--- config.mk ---
export PLATFORM = sky130hd
export DESIGN_NAME = note_sequencer
export DESIGN_NICKNAME = d
export VERILOG_FILES = /design/src/rtl/audio_pkg.sv /design/src/rtl/tick_prescaler.sv /design/src/rtl/note_sequencer.sv
export SDC_FILE = /design/constraint.sdc
export NUM_CORES = 1
export LEC_CHECK = 0
export CELL_PAD_IN_SITES_DETAIL_PLACEMENT = 1
export CELL_PAD_IN_SITES_GLOBAL_PLACEMENT = 1
export CORE_MARGIN = 10
export CORE_UTILIZATION = 30
export CTS_CLUSTER_SIZE = 20
export DETAILED_ROUTE_END_ITERATION = 7
export GPL_ROUTABILITY_DRIVEN = 0
export PLACE_DENSITY_LB_ADDON = 0.12
export SLEW_MARGIN = 20
export SYNTH_ARGS = -nofsm -noshare
export SYNTH_HDL_FRONTEND = slang
export SYNTH_SLANG_ARGS = --single-unit
--- constraint.sdc ---
create_clock -name bus_clk -period 5.1 [get_ports bus_clk]
set_input_delay 0.51 -clock bus_clk [delete_from_list [all_inputs] [get_ports bus_clk]]
set_output_delay 0.51 -clock bus_clk [all_outputs]
set_load 0.1 [all_outputs]
--- src/rtl/audio_pkg.sv ---
// Shared types and command-word field helpers for the audio note path.
package audio_pkg;

  localparam int unsigned PERIOD_W_DEF = 23;
  localparam int unsigned DUR_W_DEF    = 9;

  typedef enum logic [2:0] {
    ST_IDLE,
    ST_FETCH,
    ST_LOAD,
    ST_PLAY,
    ST_HOLD
  } seq_state_e;

  // Period lives in the low bits of the command word.
  function automatic logic [31:0] get_period(input logic [31:0] w, input int unsigned pw);
    return w & ((32'h1 << pw) - 32'h1);
  endfunction

  // Duration lives in the top bits of the command word.
  function automatic logic [31:0] get_dur(input logic [31:0] w, input int unsigned dw);
    return w >> (32 - dw);
  endfunction

endpackage

--- src/rtl/tick_prescaler.sv ---
// Free-running 0..DIV-1 counter with clear and freeze; pulses wrap_o on the counting terminal cycle.
module tick_prescaler #(
  parameter int unsigned DIV = 10
) (
  input  logic clk_i,
  input  logic rst_ni,
  input  logic clr_i,
  input  logic frz_i,
  output logic term_o,
  output logic wrap_o
);

  localparam int unsigned CW = (DIV > 1) ? $clog2(DIV) : 1;

  logic [CW-1:0] cnt_q, cnt_d;

  assign term_o = (cnt_q == CW'(DIV - 1));
  assign wrap_o = term_o && !clr_i && !frz_i;

  always_comb begin
    cnt_d = cnt_q;
    if (clr_i)       cnt_d = '0;
    else if (frz_i)  cnt_d = cnt_q;
    else if (term_o) cnt_d = '0;
    else             cnt_d = cnt_q + CW'(1);
  end

  always_ff @(posedge clk_i or negedge rst_ni) begin
    if (!rst_ni) cnt_q <= '0;
    else         cnt_q <= cnt_d;
  end

endmodule

--- src/rtl/note_sequencer.sv ---
// Timed note player: pops {dur, period} words from the host FIFO and drives the tone generator
// for dur ticks each, back to back; dur 0 sustains until the next word arrives.
module note_sequencer
  import audio_pkg::*;
#(
  parameter int unsigned CLK_HZ   = 100_000_000,
  parameter int unsigned TICK_HZ  = 1000,
  parameter int unsigned PERIOD_W = PERIOD_W_DEF,
  parameter int unsigned DUR_W    = DUR_W_DEF
) (
  input  logic                bus_clk,
  input  logic                rst_n,
  input  logic                fifo_empty,
  output logic                fifo_rd_en,
  input  logic [31:0]         fifo_dout,
  input  logic                flush,
  input  logic                pause,
  output logic [PERIOD_W-1:0] period_out,
  output logic                tone_en,
  output logic                busy,
  output logic                note_done,
  output logic [15:0]         note_count
);

  localparam int unsigned DIV = CLK_HZ / TICK_HZ;

  seq_state_e          state_q, state_d;
  logic [PERIOD_W-1:0] period_q, period_d;
  logic [DUR_W-1:0]    dur_q, dur_d;
  logic [15:0]         count_q, count_d;
  logic                presc_clr, presc_frz, presc_term, presc_wrap;
  logic                last_tick;

  tick_prescaler #(.DIV(DIV)) u_presc (
    .clk_i  (bus_clk),
    .rst_ni (rst_n),
    .clr_i  (presc_clr),
    .frz_i  (presc_frz),
    .term_o (presc_term),
    .wrap_o (presc_wrap)
  );

  // The final tick of a note is let through a pause so the note still ends on time.
  assign last_tick = (dur_q == DUR_W'(1)) && presc_term;
  assign presc_clr = (state_q != ST_PLAY) || flush;
  assign presc_frz = pause && !last_tick;

  always_comb begin
    state_d    = state_q;
    period_d   = period_q;
    dur_d      = dur_q;
    fifo_rd_en = 1'b0;
    note_done  = 1'b0;

    case (state_q)
      ST_IDLE: begin
        period_d = '0;
        if (!fifo_empty && !pause) state_d = ST_FETCH;
      end
      ST_FETCH: begin
        if (!fifo_empty) begin
          fifo_rd_en = 1'b1;
          state_d    = ST_LOAD;
        end else begin
          state_d = ST_IDLE;
        end
      end
      ST_LOAD: begin
        period_d = PERIOD_W'(get_period(fifo_dout, PERIOD_W));
        dur_d    = DUR_W'(get_dur(fifo_dout, DUR_W));
        state_d  = (DUR_W'(get_dur(fifo_dout, DUR_W)) != '0) ? ST_PLAY : ST_HOLD;
      end
      ST_PLAY: begin
        if (presc_wrap) begin
          dur_d = dur_q - DUR_W'(1);
          if (dur_q == DUR_W'(1)) begin
            note_done = 1'b1;
            state_d   = (!fifo_empty && !pause) ? ST_FETCH : ST_IDLE;
          end
        end
      end
      ST_HOLD: begin
        if (!fifo_empty && !pause) begin
          note_done = 1'b1;
          state_d   = ST_FETCH;
        end
      end
      default: state_d = ST_IDLE;
    endcase

    if (flush) begin
      state_d    = ST_IDLE;
      period_d   = '0;
      fifo_rd_en = 1'b0;
      note_done  = 1'b0;
    end

    count_d = count_q + 16'(note_done);
  end

  always_ff @(posedge bus_clk or negedge rst_n) begin
    if (!rst_n) begin
      state_q  <= ST_IDLE;
      period_q <= '0;
      dur_q    <= '0;
      count_q  <= '0;
    end else begin
      state_q  <= state_d;
      period_q <= period_d;
      dur_q    <= dur_d;
      count_q  <= count_d;
    end
  end

  // period_q still holds the last note on the first IDLE cycle; mask it so silence is immediate.
  assign period_out = (state_q == ST_IDLE) ? '0 : period_q;
  assign tone_en    = (period_out != '0) && !pause;
  assign busy       = (state_q != ST_IDLE);
  assign note_count = count_q;

endmodule

==> Word level (Yosys, flattened, before mapping) <==
Index checks and enable logic that the tools add are counted.
{ "totals": {"reg_bits": 68, "input_bits": 37, "out_inout_bits": 43, "elab_cells": 65} }
{ "op_classes": {"n_addsub": 3, "n_eq_ne": 12, "mux": 24, "n_reduce_logical": 21} }
{ "ops": {"columns": ["cell", "n"], "rows": [
  ["17-bit two-way mux", 3],
  ["23-bit two-way mux", 2],
  ["23-bit one-hot mux with 2 select lines", 1],
  ["23-bit nonzero test", 1],
  ["9-bit one-hot mux with 2 select lines", 1],
  ["17-bit by 1-bit adder with 17-bit output, second input constant", 1],
  ["17-bit equality test, second input constant", 1],
  ["16-bit by 1-bit adder with 16-bit output", 1],
  ["3-bit two-way mux", 5],
  ["3-bit one-hot mux with 4 select lines", 1],
  ["9-bit by 1-bit equality test with 1-bit output, second input constant", 1],
  ["9-bit two-way mux", 1],
  ["9-bit nonzero test", 1],
  ["9-bit by 1-bit subtractor with 9-bit output, second input constant", 1],
  ["1-bit two-way mux", 8],
  ["3-bit by 2-bit equality test with 1-bit output, second input constant", 2],
  ["1-bit logical AND", 6],
  ["3-bit inequality test, second input constant", 2],
  ["3-bit nonzero test", 2],
  ["1-bit logical NOT", 5],
  ["3-bit by 1-bit equality test with 1-bit output, second input constant", 1],
  ["3-bit equality test, second input constant", 1],
  ["3-bit logical NOT", 1],
  ["3-bit by 1-bit inequality test with 1-bit output, second input constant", 1],
  ["10 further kinds", 10]
]} }

==> Longest topological paths before layout <==
Gate-level depths: netlist of run 1.
{ "depth": {"ltp_word": 10, "depth_mapped": 12, "ltp_nobuf": 11} }

==> Cells and area by module <==
From an unflattened synthesis of run 1, not the netlist that was laid out.
{ "hier_totals": {"hier_cells": 360, "area_unflattened_um2": 3544.6} }
{ "by_module_without_submodules": {"columns": ["module", "n_inst", "cells_per_inst", "area_each_um2", "seq_area_each_um2"], "rows": [
  ["note_sequencer", 1, 251, 2541.2, 1276.2],
  ["tick_prescaler", 1, 109, 1003.5, 425.4]
]} }

==> Least setup slack after synthesis of run 1 <==
Ideal clock, no wire load.
{ "synth_timing": {"kind": "register to register", "from": "register u_presc.cnt_q[0]", "to": "register count_q[8] (netlist: note_count[8])", "setup_ns": 0.159, "arrival_ns": 3.913, "required_ns": 4.941, "slack_ns": 1.028, "path_stages_with_launch": 13, "path_buffers": 2, "synth_period_minus_slack_ns": 4.072, "cell_sequence": "dfrtp_1 -> ha_1 -> and4_1 -> buf_2 -> and4_1 -> buf_6 -> nand3_1 -> a21oi_1 -> ha_1 -> ha_1 -> and3_1 -> nand2_1 -> xnor2_1"} }
{ "synth_between": {"elab_chain_len": 10} }
{ "synth_rtl": {"columns": ["item", "line_no", "text"], "rows": [
  ["start: declaration", "tick_prescaler.sv:15", "logic [CW-1:0] cnt_q, cnt_d;"],
  ["start signal: assignment", "tick_prescaler.sv:30", "else cnt_q <= cnt_d;"],
  ["17-bit equality test *", "tick_prescaler.sv:17", "assign term_o = (cnt_q == CW'(DIV - 1));"],
  ["1-bit logical AND", "note_sequencer.sv:44", "assign last_tick = (dur_q == DUR_W'(1)) && presc_term;"],
  ["1-bit logical NOT", "note_sequencer.sv:46", "assign presc_frz = pause && !last_tick;"],
  ["1-bit logical AND", "note_sequencer.sv:46", null],
  ["1-bit logical NOT", "tick_prescaler.sv:18", "assign wrap_o = term_o && !clr_i && !frz_i;"],
  ["1-bit logical AND *", "tick_prescaler.sv:18", null],
  ["1-bit two-way mux *", "note_sequencer.sv:74", "if (presc_wrap) begin"],
  ["1-bit one-hot mux with 2 select lines *", "note_sequencer.sv:55", "case (state_q)"],
  ["1-bit two-way mux *", "note_sequencer.sv:91", "if (flush) begin"],
  ["net note_done", "note_sequencer.sv:21", "output logic note_done,"],
  ["16-bit by 1-bit adder with 16-bit output *", "note_sequencer.sv:98", "count_d = count_q + 16'(note_done);"],
  ["net count_d[8]", "note_sequencer.sv:30", "logic [15:0] count_q, count_d;"],
  ["end signal: assignment", "note_sequencer.sv:111", "count_q <= count_d;"],
  ["end: declaration", "note_sequencer.sv:30", null]
]} }
Mark *: on every way through the listed nets, which the timed path passes. The rest lies on a longest branch.
A chain may end at the register's enable or synchronous reset.

==> Worst setup path after layout of run 1 <==
{ "layout_timing": {"from": "register state_q[0]", "to": "output tone_en"} }
{ "layout_between": {"elab_chain_len": 4} }
{ "layout_rtl": {"columns": ["item", "line_no", "text"], "rows": [
  ["start: declaration", "note_sequencer.sv:27", "seq_state_e state_q, state_d;"],
  ["start signal: assignment", "note_sequencer.sv:108", "state_q <= state_d;"],
  ["3-bit logical NOT", "note_sequencer.sv:116", "assign period_out = (state_q == ST_IDLE) ? '0 : period_q;"],
  ["23-bit two-way mux", "note_sequencer.sv:116", null],
  ["23-bit nonzero test", "note_sequencer.sv:117", "assign tone_en = (period_out != '0) && !pause;"],
  ["1-bit logical AND", "note_sequencer.sv:117", null],
  ["end: declaration", "note_sequencer.sv:19", "output logic tone_en,"]
]} }
Every way passes these cells.

==> results of run 1 <==
==> power by group through the flow <==
stage	clock network, mW	registers (mW)	logic (mW)
after global routing	0.682	0.642	0.219
after floorplan	0	0.626	0.122
final	0.641	0.635	0.193
after global placement	0	0.642	0.195
after detailed placement	0	0.643	0.195
after CTS	0.662	0.634	0.197
==> sequential cells by signal, indices dropped and copies added (netlist names) <==
signal,cells
period_q,23
u_presc.cnt_q,17
note_count,16
dur_q,9
state_q,3
==> cells by family after synthesis <==
logic type               after synthesis
buffers and inverters                 25
AO/OA/AOI/OAI                         71
AND/OR/NAND/NOR                      181
flip-flops                            68
XOR/XNOR                              15
adder cells (fa/ha/maj)                5
==> routing by layer <==
layer | vias up | GRT usage, % | part of all wire (%)
met5 | - | 0 | 0
met4 | 0 | 6.221 | 1.9
met3 | 15 | 3.140 | 5.2
met1 | 1535 | 17.68 | 48
met2 | 70 | 20.30 | 45
li1 | 1506 | - | -
==> metrics by stage <==
stage	instance area [sq um]	total power [mW]	worst slack, ns	hold WS [ns]
after floorplan	3568	0.7485	1.028	0.2144
after global placement	4479	0.8365	1.534	0.4594
after detailed placement	4479	0.8376	1.487	0.4651
after CTS	4783	1.493	1.111	0.3018
after global routing	4783	1.542	0.9093	0.3429
final	4783	1.469	1.161	0.2572
==> synth_stat cells, types with 8 or more instances <==
master	number
nand3_1	32
dfrtp_1	68
nor2_1	21
or3_1	10
nand2_1	40
nor4_1	9
xnor2_1	10
and2_1	25
a22o_1	23
nor3_1	8
clkbuf_1	10
==> layout make-up <==
type	count	area (sq um)	share of cell area, %
clock buffers	14	274.0	5.728
clock inverters	1	30.03	0.6278
inverters	7	26.28	0.5493
multi-input cells	272	1757	36.72
flip-flops and latches	68	1702	35.57
well taps	143	178.9	3.741
repair buffers	83	815.8	17.05
==> worst max-delay path by stage <==
stage	start	endpoint	slack, ns	depth (start not counted)
3_3_place_gp	state_q[0]	tone_en	1.53	5
4_1_cts	state_q[0]	tone_en	1.11	5
6_report	state_q[0]	tone_en	1.16	5
2_1_floorplan	u_presc.cnt_q[0]	note_count[8]	1.03	12
3_5_place_dp	state_q[0]	tone_en	1.49	5
5_1_grt	state_q[0]	tone_en	0.91	5
==> critical path: stages (launching register included) <==
cell	delay, ns
dfrtp_1	0.61
or3_1	0.70
and2_1	0.30
nor4_1	0.35
a31oi_1	0.13
clkdlybuf4s50_1	0.99
==> metrics, run 1 <==
first-pass GRT wire length 17770 microns; Psw 0.3867 mW; Post-Syn Area ~3600 sq um; CP Capture Type primary output; xor-xnor portion of the synthesized cell area 3.682%; Worst EP required ~4.6 ns; outcome complete, no violations; clock latency on the worst-skew pair roughly 0.34 ns; syn nets roughly 400; Tightest Hold Check Type primary input to asynchronous set/reset pin; area leader, netlist dfrtp_1; worst reg2reg path endpoint note_count[8]; Cell Int Power 1.082 mW; Die Ht 129.1 microns; sequential-to-total area share from yosys stat 47.69%; initial antenna violation count 0; simple logic cell fraction of the synthesized area ~28%; Post-CTS Setup Bufs 0; relative slew slack roughly a third; Startpoint Class flip-flop; Vias/cell between 5 and 6; total count of hold-check failures in the final report 0; post-synthesis adder-cell area fraction 1.753%; share of cells above drive strength 1 6.742%; Synth top area share 47.69%; Power Density 307.1 nW/um^2; Reg-to-Reg Start u_presc.cnt_q[0]; die area 16660 sq um; 1st-pass router iterations 4; combinational family with the most area after synthesis simple AND/OR/NAND/NOR gates; Clock transition at path regs 0.05 ns; Placed Cells 573; placed wire-length estimate 7900 microns; Arrival @ worst endpoint roughly 3.4 ns; # hold bufs at CTS 0; Yosys cell types 50; gr ovfl total 0; Post-synth EDFFs 0; crit path max fanout 25; total I/O pin count 80; VDD IR-drop max around 0.00015 V; # diodes 0; R2R Setup Slk 2.13 ns; Layout Nets 483; Synth Area in Compound Gates 15.95%; Post-synth ARST share 100.0%; fillcell total 1321; Synth Warn # 0; post-layout util about two fifths; Syn Inst Count 365; post-route minimum period 3.939 ns; Setup Skew 0.004645 ns; Area contributors post-synth dfrtp_1 48%, a22o_1 5.6%, nand3_1 4.5%; #FFs+latches synth 68; crit path kind flip-flop to primary output; largest net degree at the start of global routing 36; H-tree levels 3; sequential power share 43.2%; Leakage about 2.0 nW; CTS tree built; initial DRC count around 160; most common cell after layout, fill and taps aside clkdlybuf4s50_1; mean post-synth cell area 9.776 sq um; GRT Total Usage between 10% and 20%; Initial Util 30.99%; post-CTS sizing 0; post-detailed-route wirelength per cell between 15 and 20 microns; switch share between 20% and 30%; Final TNS setup 0 ns; RSZ-0062 raised after global routing false; IO buf count 79; DR vias roughly 3100; max-slew violation count 0; core area about 12000 sq um; commonest register cell after synthesis dfrtp_1; number of max-cap violations 0; P&R area growth vs syn 34.05%; period utilization 77.23%; Sink Count 68; most frequent cells in the layout 78 x clkdlybuf4s50_1, 68 x dfrtp_1, 40 x nand2_1; DRC errors left 0; TritonCTS buffer count 9; R2R depth 10; CTS root buf clkbuf_16; Placement Rows 39; Comb power frac between 10% and 20%; vias in the first global route 3323; multiplexer area fraction after synthesis 0%; Slew @ Worst Pin 1.018 ns; FMAX between 0.2 and 0.3 GHz; final setup fails 0; Clk pwr share 43.6%; Post-DRT Antenna Nets 0; non-filler cells, final 588; clk buf depth 2; WL final 10810 microns; die width 129.1 microns
Note: power is estimated with default switching activity, not from simulation.
==> run 2, diff against run 1 <==
- clock period: 5.1 -> 4.1 ns (I/O delays scaled with it)
==> run 2 against run 1 <==
Against the previous run:
- critical path depth is the same
- setup slack lost 0.16 ns
- critical path type unchanged
- sequential power is 24% higher
- final cell count increased by 0.34%
- wire length is 1.0% lower
==> metrics, run 2 (synthesis gave the netlist of run 1 again) <==
# diodes 0; gr ovfl total 0; total I/O pin count 80; Worst EP required about 3.7 ns; H-tree levels 3; TritonCTS buffer count 9; Cell Int Power 1.365 mW; sequential power share between 40% and 50%; Clock transition at path regs roughly 0.060 ns; number of max-cap violations 0; period utilization 75.48%; CP Capture Type primary output; GRT Total Usage around an eighth; Leakage slightly above 2 nW; post-detailed-route wirelength per cell 18.15 microns; Die Ht 129.1 microns; Clk pwr share 45.2%; fillcell total 1289; WL final approximately 11000 microns; placed wire-length estimate 7852 microns; Post-CTS Setup Bufs 0; die area 16660 sq um; total count of hold-check failures in the final report 0; switch share 27.63%; crit path kind flip-flop to primary output; IO buf count a little under 80; CTS root buf clkbuf_16; Reg with most FFs period_q; Final TNS setup 0 ns; first-pass GRT wire length 17550 microns; Startpoint Class flip-flop; crit path max fanout 25; core area 11520 sq um; most common cell after layout, fill and taps aside dfrtp_1; RSZ-0062 raised after global routing false; 1st-pass router iterations 4; post-CTS sizing 0; post-route minimum period 3.095 ns; vias in the first global route 3361; Arrival @ worst endpoint 2.68 ns; Post-DRT Antenna Nets 0; Psw 0.5212 mW; DR vias 3178; Power, Total about 1.9 mW; relative slew slack about 34%; Placement Rows 39; FMAX 0.3231 GHz; final setup fails 0; CTS tree built; Power Density 397.7 nW/um^2; clk buf depth 2; largest net degree at the start of global routing 40; Sink Count 68; Comb power frac roughly an eighth; share of cells above drive strength 1 13.65%; max-slew violation count 0; VDD IR-drop max about 0.00018 V; clock latency on the worst-skew pair ~0.34 ns; # hold bufs at CTS 0; Layout Nets ~480; max reg flops 23; DRC errors left 0; P&R area growth vs syn 32.92%; initial antenna violation count 0; die width 129.1 microns; Tightest Hold Check Type primary input to asynchronous set/reset pin; outcome complete, no violations; Slew @ Worst Pin 0.9883 ns; Vias/cell about 5.4; most frequent cells in the layout 68 x dfrtp_1, 51 x clkdlybuf4s50_1, 40 x nand2_1; Setup Skew ~0.005 ns; initial DRC count about 140; Initial Util 30.99%
-- run 2: cell types whose count changed in the layout (fill, tap and decap cells not counted) --
cell and change:
buf_4 +28, bufinv_16 +1, clkbuf_1 -2, clkbuf_8 -3
clkdlybuf4s50_1 -27, clkinv_2 +1, clkinv_4 +1, clkinvlp_4 +1
inv_6 +2
-- run 2: final timing paths --
check / from / endpoint / slack (ns) / cells past startpoint
hold reg to reg: note_count[15] / note_count[15] / 0.47 / 1
setup / recovery: state_q[0] / tone_en / 1.01 / 5
max in group asynchronous: rst_n / dur_q[7] / 2.99 / 2
hold / removal: rst_n / period_q[22] / 0.18 / 1
setup reg to reg: u_presc.cnt_q[0] / note_count[14] / 1.21 / 10
min in group bus_clk: note_count[15] / note_count[15] / 0.47 / 1
-- run 2: critical path, stage by stage, from the launching register on --
cell and delay (ns):
dfrtp_1 0.64, or3_1 0.73, and2_1 0.30, nor4_1 0.30
a31oi_1 0.13, buf_4 0.25
-- run 2: stage by stage --
step / worst slack, ns / area (sq um) / hold slack (ns) / std cells / utilization [%]
finish: 1.005 / 4743 / 0.1753 / 590 / 41.19
floorplan: 0.02781 / 3568 / 0.1144 / 365 / -
global route: 0.8634 / 4743 / 0.2487 / 590 / 41.19
detailed placement: 1.208 / 4419 / 0.4687 / 574 / 38.37
global placement: 1.314 / 4419 / 0.4566 / 574 / 38.37
CTS: 0.9617 / 4743 / 0.2008 / 590 / 41.19
-- run 2: final cells by class --
class	instances	area [sq um]	share of cell area (%)
Clock buffer	9	225.2	4.748
Timing Repair Buffer	84	755.7	15.93
Tap cell	143	178.9	3.772
Multi-Input combinational cell	272	1757	37.03
Inverter	7	26.28	0.5539
Clock inverter	7	98.84	2.084
Sequential cell	68	1702	35.87
-- run 2: metal layers --
layer	up-vias	wire length (microns)	GRT usage [%]
met3	9	631	4.812
met4	0	116	4.013
li1	1505	-	-
met1	1597	4962	16.50
met2	67	4994	20.66
met5	-	0	0
-- run 2: power groups by stage --
stage / Clock (mW) / Combinational, mW / Sequential (mW)
4_1_cts: 0.880 / 0.249 / 0.790
3_5_place_dp: 0 / 0.248 / 0.800
5_1_grt: 0.909 / 0.273 / 0.798
3_3_place_gp: 0 / 0.241 / 0.799
6_report: 0.853 / 0.244 / 0.790
2_1_floorplan: 0 / 0.152 / 0.779
==> run 3, diff against run 2 <==
- clock period: 4.1 -> 2.75 ns (I/O delays scaled with it)
==> run 3 against run 2 <==
Against the previous run:
- clock skew grew 0.0042 ns
- clock power rose by 54%
- global-route usage is 0.80 points higher
- worst hold slack better by 0.30 ns
- sequential share of layout area fell by 3.4 points
- setup slack got worse by 0.92 ns
- combinational power up 60%
- critical endpoint unchanged
- largest cell class unchanged
- largest power group unchanged
==> metrics, run 3 (synthesis gave the netlist of run 1 again) <==
outcome complete, no violations; Reg with most FFs period_q; DR vias 3184; relative slew slack 35.12%; largest net degree at the start of global routing 48; initial antenna violation count 0; IO buf count 79; TritonCTS buffer count 9; placed wire-length estimate around 8000 microns; Worst EP required 2.48 ns; Worst Path Buf+Inv 1; Psw roughly 0.79 mW; share of cells above drive strength 1 21.83%; Hold Path Stages 1; P&R area growth vs syn 46.81%; Cell Int Power around 2.1 mW; vias in the first global route 3456; critical path cell sequence or3_1 > and2_1 > nor4_1 > a31oi_4 > buf_12; WL met3 between 500 and 600 microns; Setup Skew 0.009155 ns; R2R depth 10; die area roughly 17000 sq um; core area 11520 sq um; post-route minimum period ~2.7 ns; Power Density 548.2 nW/um^2; DR top layer met4; switch share between 20% and 30%; period utilization a little over nine tenths; Sink Count 68; Layout Nets 495; Final WS setup 0.08810 ns; crit path kind flip-flop to primary output; max reg flops 23; 1st-pass router iterations 4; fillcell total between 1000 and 1500; final setup fails 0; clk buf depth 2; total I/O pin count 80; CTS root buf clkbuf_16; number of max-cap violations 0; VDD IR-drop max 0.0004087 V; FMAX 0.3757 GHz; finished layout cell area approximately 5200 sq um; clock latency on the worst-skew pair 0.35 ns; CP Depth 5; gr ovfl total 0; die width 129.1 microns; max-slew violation count 0; WL final 11280 microns; RSZ-0062 raised after global routing false; Vias/cell 5.298; metal2 WL 5565 microns; # diodes 0; Tightest Hold Check Type flip-flop to flip-flop; H-tree levels 3; Clock transition at path regs ~0.060 ns; total count of hold-check failures in the final report 0; Clk pwr share 45.6%; Post-DP Area roughly 4900 sq um; Leakage 2.217 nW; Placement Rows 39; CP max stage cell or3_1; Comb power frac roughly 14%; Post-Place Worst Slack 0.2935 ns; Arrival @ worst endpoint 2.39 ns; M1 WL 4931 microns; Startpoint Class flip-flop; post-detailed-route wirelength per cell 18.78 microns; CP max stage delay 0.50 ns; Slew @ Worst Pin 0.9696 ns; crit-path leading delay family simple AND/OR/NAND/NOR gates; Die Ht 129.1 microns; GRT Total Usage 13.93%; DRC errors left 0; CTS tree built; most common cell after layout, fill and taps aside dfrtp_1; crit path max fanout 10; Post-DRT Antenna Nets 0; most frequent cells in the layout 68 x dfrtp_1, 38 x nand2_1, 35 x clkdlybuf4s50_1; first-pass GRT wire length 18170 microns; initial DRC count 147; Initial Util 30.99%; sequential power share between 40% and 50%; CP Capture Type primary output
-- run 3: per-stage QoR --
step | power, mW | util [%] | std cells | hold WS, ns | setup TNS, ns
finish | 2.872 | 45.49 | 601 | 0.4740 | 0
global route | 3.017 | 45.49 | 601 | 0.4878 | 0
CTS | 2.921 | 45.49 | 601 | 0.4729 | 0
detailed placement | 1.580 | 42.45 | 584 | 0.3321 | 0
global placement | 1.565 | 42.45 | 584 | 0.3124 | 0
floorplan | 1.391 | - | 365 | -0.02059 | -0.3926
-- run 3: path summary, 6_finish.rpt --
path	start	endpoint	slack [ns]
min in group asynchronous	rst_n	u_presc.cnt_q[16]	0.48
hold / removal	note_count[15]	note_count[15]	0.47
max in group asynchronous	rst_n	period_q[11]	1.59
hold reg to reg	note_count[15]	note_count[15]	0.47
setup / recovery	state_q[1]	tone_en	0.09
setup reg to reg	dur_q[1]	note_count[11]	0.30
-- run 3: final cells by class --
type | instances | area [sq um] | share of cell area, %
timing repair buffer | 95 | 1151 | 21.97
sequential | 68 | 1702 | 32.48
clock buffer | 10 | 239.0 | 4.562
tap | 143 | 178.9 | 3.415
multi-input combinational | 272 | 1847 | 35.25
clock inverter | 6 | 95.09 | 1.815
inverter | 7 | 26.28 | 0.5016
-- run 3: repair_timing --
item                                    in CTS  in global routing
setup buffers                                0                  0
endpoints found under the hold margin       21                  0
endpoints found under the setup margin       1                  0
gates resized for setup                      1                  0
hold buffers                                 1                  0
-- run 3: power by group through the flow --
| stage | Clock (mW) | Combinational, mW | Sequential [mW] |
|---|---|---|---|
| after detailed placement | 0 | 0.393 | 1.19 |
| after floorplan | 0 | 0.230 | 1.16 |
| after CTS | 1.35 | 0.397 | 1.17 |
| after global placement | 0 | 0.384 | 1.18 |
| final | 1.31 | 0.390 | 1.17 |
| after global routing | 1.40 | 0.436 | 1.19 |
-- run 3: metal layers --
metal	global-route usage, %	vias up
met5	0	-
met4	6.154	0
met3	5.302	13
met2	22.60	54
met1	16.14	1592
li1	-	1525
